[src/rtl/wb_unit.sv]
// wb_unit: writeback stage in front of the register file.
//   Accepts completed instructions from EXU/LSU over in_valid/in_ready, holds
//   them in a single stage S1 for one cycle, then drives the register-file
//   write port and pulses retire. It also keeps a per-register count of
//   outstanding writers so IDU can detect RAW hazards.
// Ports:
//   clk, rst_n                  clock, synchronous active-low reset
//   issue_valid/issue_rd        IDU issue of a writer to issue_rd
//   issue_block                 counter of issue_rd saturated, IDU must stall
//   q_raddr1/2, q_busy1/2       hazard queries (combinational from counters)
//   in_valid/in_ready           upstream handshake
//   in_wen/in_rd/in_sel         writeback control (sel 0 ALU,1 LOAD,2 PC+4,3 CSR)
//   in_alu/in_memdata/in_csr/in_pc, in_addr_lo/in_funct3  result sources
//   hold                        freezes S1 (debug/difftest pause)
//   rf_wen/rf_waddr/rf_wdata    register-file write port (zeroed when idle)
//   retire/retire_pc            one pulse per instruction leaving S1
module wb_unit #(
  parameter int ADDR_WIDTH = 5,
  parameter int DATA_WIDTH = 32,
  parameter int SB_CNT_W   = 2
) (
  input  logic                  clk,
  input  logic                  rst_n,
  input  logic                  issue_valid,
  input  logic [ADDR_WIDTH-1:0] issue_rd,
  output logic                  issue_block,
  input  logic [ADDR_WIDTH-1:0] q_raddr1,
  input  logic [ADDR_WIDTH-1:0] q_raddr2,
  output logic                  q_busy1,
  output logic                  q_busy2,
  input  logic                  in_valid,
  output logic                  in_ready,
  input  logic                  in_wen,
  input  logic [ADDR_WIDTH-1:0] in_rd,
  input  logic [1:0]            in_sel,
  input  logic [DATA_WIDTH-1:0] in_alu,
  input  logic [DATA_WIDTH-1:0] in_memdata,
  input  logic [1:0]            in_addr_lo,
  input  logic [2:0]            in_funct3,
  input  logic [DATA_WIDTH-1:0] in_csr,
  input  logic [DATA_WIDTH-1:0] in_pc,
  input  logic                  hold,
  output logic                  rf_wen,
  output logic [ADDR_WIDTH-1:0] rf_waddr,
  output logic [DATA_WIDTH-1:0] rf_wdata,
  output logic                  retire,
  output logic [DATA_WIDTH-1:0] retire_pc
);

  localparam int                   NREG    = 2 ** ADDR_WIDTH;
  localparam logic [SB_CNT_W-1:0]  CNT_MAX = '1;

  // Byte lane select (zero-filled right shift, no wrap) then extension by load type.
  function automatic logic [DATA_WIDTH-1:0] load_extend(
    input logic [DATA_WIDTH-1:0] word,
    input logic [1:0]            lo,
    input logic [2:0]            f3
  );
    logic [DATA_WIDTH-1:0] sh;
    sh = word >> {lo, 3'b000};
    case (f3)
      3'b000:  load_extend = {{(DATA_WIDTH-8){sh[7]}}, sh[7:0]};
      3'b001:  load_extend = {{(DATA_WIDTH-16){sh[15]}}, sh[15:0]};
      3'b100:  load_extend = {{(DATA_WIDTH-8){1'b0}}, sh[7:0]};
      3'b101:  load_extend = {{(DATA_WIDTH-16){1'b0}}, sh[15:0]};
      default: load_extend = sh;
    endcase
  endfunction

  logic                  s1_valid_q, s1_valid_d;
  logic                  s1_wen_q;
  logic [ADDR_WIDTH-1:0] s1_rd_q;
  logic [DATA_WIDTH-1:0] s1_result_q, s1_result_d;
  logic [DATA_WIDTH-1:0] s1_pc_q;
  logic [SB_CNT_W-1:0]   cnt_q [NREG];
  logic [SB_CNT_W-1:0]   cnt_d [NREG];

  logic accept, leave, sb_inc;

  assign in_ready = !s1_valid_q || !hold;
  assign accept   = in_valid && in_ready;
  assign leave    = s1_valid_q && !hold;

  // Result is selected on the way in so S1 only stores the final value.
  always_comb begin
    case (in_sel)
      2'd0:    s1_result_d = in_alu;
      2'd1:    s1_result_d = load_extend(in_memdata, in_addr_lo, in_funct3);
      2'd2:    s1_result_d = in_pc + DATA_WIDTH'(4);
      default: s1_result_d = in_csr;
    endcase
  end

  // A simultaneous accept refills the stage as the old entry leaves.
  always_comb begin
    s1_valid_d = s1_valid_q;
    if (accept)     s1_valid_d = 1'b1;
    else if (leave) s1_valid_d = 1'b0;
  end

  // ---- stage S1 boundary ----
  always_ff @(posedge clk) begin
    if (!rst_n) s1_valid_q <= 1'b0;
    else        s1_valid_q <= s1_valid_d;
  end

  always_ff @(posedge clk) begin
    if (accept) begin
      s1_wen_q    <= in_wen;
      s1_rd_q     <= in_rd;
      s1_result_q <= s1_result_d;
      s1_pc_q     <= in_pc;
    end
  end

  // ---- register-file write / retire ----
  assign rf_wen    = leave && s1_wen_q && (s1_rd_q != '0);
  assign rf_waddr  = rf_wen ? s1_rd_q : '0;
  assign rf_wdata  = rf_wen ? s1_result_q : '0;
  assign retire    = leave;
  assign retire_pc = leave ? s1_pc_q : '0;

  // ---- scoreboard ----
  assign issue_block = (cnt_q[issue_rd] == CNT_MAX) && (issue_rd != '0);
  assign sb_inc      = issue_valid && (issue_rd != '0) && !issue_block;
  assign q_busy1     = (q_raddr1 != '0) && (cnt_q[q_raddr1] != '0);
  assign q_busy2     = (q_raddr2 != '0) && (cnt_q[q_raddr2] != '0);

  // Issue and writeback to the same register cancel; decrement floors at zero.
  always_comb begin
    logic inc_hit, dec_hit;
    for (int i = 0; i < NREG; i++) begin
      inc_hit  = sb_inc && (issue_rd == ADDR_WIDTH'(i));
      dec_hit  = rf_wen && (s1_rd_q == ADDR_WIDTH'(i));
      cnt_d[i] = cnt_q[i];
      if (inc_hit && !dec_hit)
        cnt_d[i] = cnt_q[i] + 1'b1;
      else if (dec_hit && !inc_hit && (cnt_q[i] != '0))
        cnt_d[i] = cnt_q[i] - 1'b1;
    end
  end

  always_ff @(posedge clk) begin
    for (int i = 0; i < NREG; i++) begin
      if (!rst_n) cnt_q[i] <= '0;
      else        cnt_q[i] <= cnt_d[i];
    end
  end

endmodule

[config.mk]
export PLATFORM = sky130hd
export DESIGN_NAME = wb_unit
export DESIGN_NICKNAME = d
export VERILOG_FILES = /design/src/rtl/wb_unit.sv
export SDC_FILE = /design/constraint.sdc
export NUM_CORES = 1
export LEC_CHECK = 0
export ABC_CLOCK_PERIOD_IN_PS = 8000
export BUFFER_PORTS_ARGS = -buffer_cell sky130_fd_sc_hd__buf_2
export CAP_MARGIN = 20
export CELL_PAD_IN_SITES_DETAIL_PLACEMENT = 0
export CELL_PAD_IN_SITES_GLOBAL_PLACEMENT = 1
export CORE_MARGIN = 1
export CORE_UTILIZATION = 43
export CTS_CLUSTER_DIAMETER = 40
export DETAILED_ROUTE_END_ITERATION = 8
export PLACE_DENSITY = 0.92
export SLEW_MARGIN = 20
export SYNTH_ARGS = -nofsm -noshare
export SYNTH_HDL_FRONTEND = slang
export SYNTH_SLANG_ARGS = --single-unit
[constraint.sdc]
create_clock -name clk -period 8 [get_ports clk]
set_input_delay 1.2 -clock clk [delete_from_list [all_inputs] [get_ports clk]]
set_output_delay 1.2 -clock clk [all_outputs]
set_load 0.01 [all_outputs]
==> metrics.csv <==
stage,metric,value,unit
run_status,status,finished clean,
power,sw frac,29.15,%
power,Flop pwr share,43.4,%
final_layout,post-layout instance area,11130,um2
clock_tree,Clock Sinks,135,
worst_setup_path,Critical Path RT,6800,ps
synthesis,Post-Syn Instances,1074,
clock_tree,CTS Hold Buffers Added,0,
power,Net Switching,523.4,uW
route,via density per instance,6.005,
job,max-cap viol count,0,
floorplan,Rows,53,
power,combinational share of power,14.1,%
clock_tree,clock buffer count from CTS,17,
final_layout,Layout area overhead,20.38,%
route,DRT Wirelength,31440,um
synthesis,Synth top area share,22.73,%
floorplan,I/O pins,236,
sta,maximum clock frequency,0.2019,GHz
power,pwr dens,161.3,nW/um2
worst_setup_path,Worst EP arrival,3750,ps
final_layout,final net count,1433,
synthesis,asr flop ratio synth,0,%
power,power consumption,1796,uW
floorplan,Core ar.,21020,um2
floorplan,DIE AREA,22090,um2
sta,RSZ-0062 raised after global routing,no,
clock_tree,clk root buf,clkbuf_16,
clock_tree,CTS tree,done,
worst_setup_path,kind of critical path,input port to primary output,
synthesis,Syn Std Cell Area,9246,um2
clock_tree,post-cts repair resize count,0,
synthesis,synth top area cells,"edfxtp_1, dfxtp_1, mux4_2, a21oi_1, and2_1",
clock_tree,"CTS clk-pin slew, worst paths",60,ps
synthesis,number of synthesized flops with an enable pin,70,
worst_setup_path,Setup crit end kind,primary output,
global_route,initial antenna violation count,3,
route,routed via count,9380,
sta,Max Clock Skew,9.264,ps
placed_design,PortBufs,235,
power,worst vdd ir,0.1264,mV
synthesis,Commonest cells post-synth,"a21oi_1, nand2_1, nor2_1, and2_1, edfxtp_1",
placed_design,placed cells,1527,
sta,final hold vios,0,
power,Leak,0.004255,uW
worst_setup_path,crit-path max FO,42,
sta,final setup fails,0,
route,drt drc,0,
final_layout,non-filler instance count after layout,1562,
route,wire length per cell,20.13,um
final_layout,Layout fillers,1963,
synthesis,Most used DFF post-synth,edfxtp_1,
synthesis,most common cell in the netlist,a21oi_1,
sta,Tmin final,4954,ps
floorplan,die width,148.6,um
synthesis,Synth warnings,0,
final_layout,share of layout cells above drive strength 1,24.77,%
power,power share of the clock group,42.5,%
clock_tree,H-tree lvl count,4,
floorplan,die height,148.6,um
sta,worst slew pin tran,937.6,ps
synthesis,leading area contributor after synthesis,edfxtp_1,
placed_design,GPL Wtd Cong,0.9481,
hold_path,Hold Crit Class,flop to flop,
global_route,largest net degree at the start of global routing,71,
synthesis,distinct cell type count after synthesis,66,
global_route,number of global-route vias before repair,8942,
global_route,Overall Global Routing Usage,28.87,%
sta,final setup TNS,0,ps
clock_tree,clock tree buffer depth,2,
global_route,first-pass GRT wire length,48670,um
clock_tree,clk_lat worst skew,440,ps
global_route,final global-route overflow total,0,
route,drt initial violations,847,
worst_setup_path,Critical Path Start Type,input port,
floorplan,Initial Utilization,43.99,%
power,internal power,1272,uW
synthesis,Syn Nets,1236,
clock_tree,# Post-CTS Setup Buffers,0,
synthesis,syn avg cell area,8.609,um2
worst_setup_path,Worst R2R Setup Slack,5270,ps
synthesis,sequential-to-total area share from yosys stat,36.81,%
placed_design,Placed Area,10560,um2
placed_design,DPL Wire Length,23640,um
route,DRT antenna net count,0,
synthesis,"flops & latches, synth",135,
sta,"Slew Viols, Final",0,
sta,relative max-transition margin,37.15,%
sta,period utilization,61.92,%
route,total iterations of the first detailed-routing run,5,
-- state kept, by name, summed over array words and instances (netlist names) --
name	cells
cnt_q	64
s1_wen_q	1
s1_pc_q	32
s1_valid_q	1
s1_rd_q	5
s1_result_q	32
-- cell type report --
cell class	count	area [um2]	area share, %
diodes	3	7.507	0.06745
clock inverters	15	135.1	1.214
flip-flops and latches	135	3403	30.58
clock buffers	17	425.4	3.822
inverters	12	45.04	0.4047
repair buffers	240	1214	10.90
multi-input cells	865	5557	49.92
well taps	275	344.1	3.091
-- power groups by stage --
| stage | Combinational, uW | Sequential [uW] | Clock (uW) |
|---|---|---|---|
| after floorplan | 146 | 785 | 0 |
| after CTS | 251 | 780 | 774 |
| final | 253 | 780 | 763 |
| after global placement | 247 | 795 | 0 |
| after detailed placement | 249 | 795 | 0 |
| after global routing | 274 | 782 | 805 |
-- kinds of logic after synthesis --
kind of cell,synth area share [%]
AND/OR/NAND/NOR,25.74
AO/OA/AOI/OAI,21.69
flip-flops,36.81
buffers and inverters,3.315
multiplexers,9.756
XOR/XNOR,2.557
adder cells (fa/ha/maj),0.1353
-- worst paths after layout --
kind	startpoint	cells after the start	to
worst max-delay path	issue_rd[1]	7	issue_block
worst min-delay path	cnt_q[0][0]	1	cnt_q[0][0]
worst max register to register	s1_wen_q	6	cnt_q[16][0]
worst min register to register	cnt_q[0][0]	1	cnt_q[0][0]
-- per-stage QoR --
stage	hold WS (ps)	util, %	setup slack [ps]
floorplan	424.9	-	3850
global placement	445.9	50.21	3110
detailed placement	443.8	50.21	3073
CTS	465.6	52.88	3065
global route	497.0	52.94	2942
finish	468.5	52.95	3046
-- routing by layer --
metal	wire length [um]	GRT usage (%)	up-vias	part of all wire, %
met2	16090	51.14	445	51
li1	-	-	4440	-
met5	13	0	-	0.041
met4	950	11.80	2	3.0
met3	2162	4.571	59	6.9
met1	12220	34.67	4434	39
-- layout by cell type (no fill, tap or decap), types with 4 or more instances in the layout --
master,n
inv_8,5
nand2_1,84
nand4_1,19
or3_1,4
buf_2,235
a211oi_1,27
mux4_2,28
and2_1,73
a21oi_1,116
o21a_1,31
o21ai_0,60
edfxtp_1,70
nor3_1,35
or2_2,4
nand3b_1,4
buf_4,5
and3_1,26
nand2b_1,16
o22ai_1,9
mux2i_1,20
xor2_1,22
a22oi_1,5
a22o_1,6
nor2b_1,20
o311ai_1,4
xnor2_1,5
inv_1,9
dfxtp_1,65
o21ai_1,13
a222oi_1,5
nand3_1,69
o211ai_1,21
a31oi_1,6
nor2_1,75
clkbuf_16,17
or2_1,6
inv_6,4
-- critical path, stage by stage --
cell    delay (ps)
buf_2          640
mux4_2         590
mux2_4         310
and2_1         240
o31a_1         130
mux4_2         470
buf_2          160
Note: power is estimated with default switching activity, not from simulation.
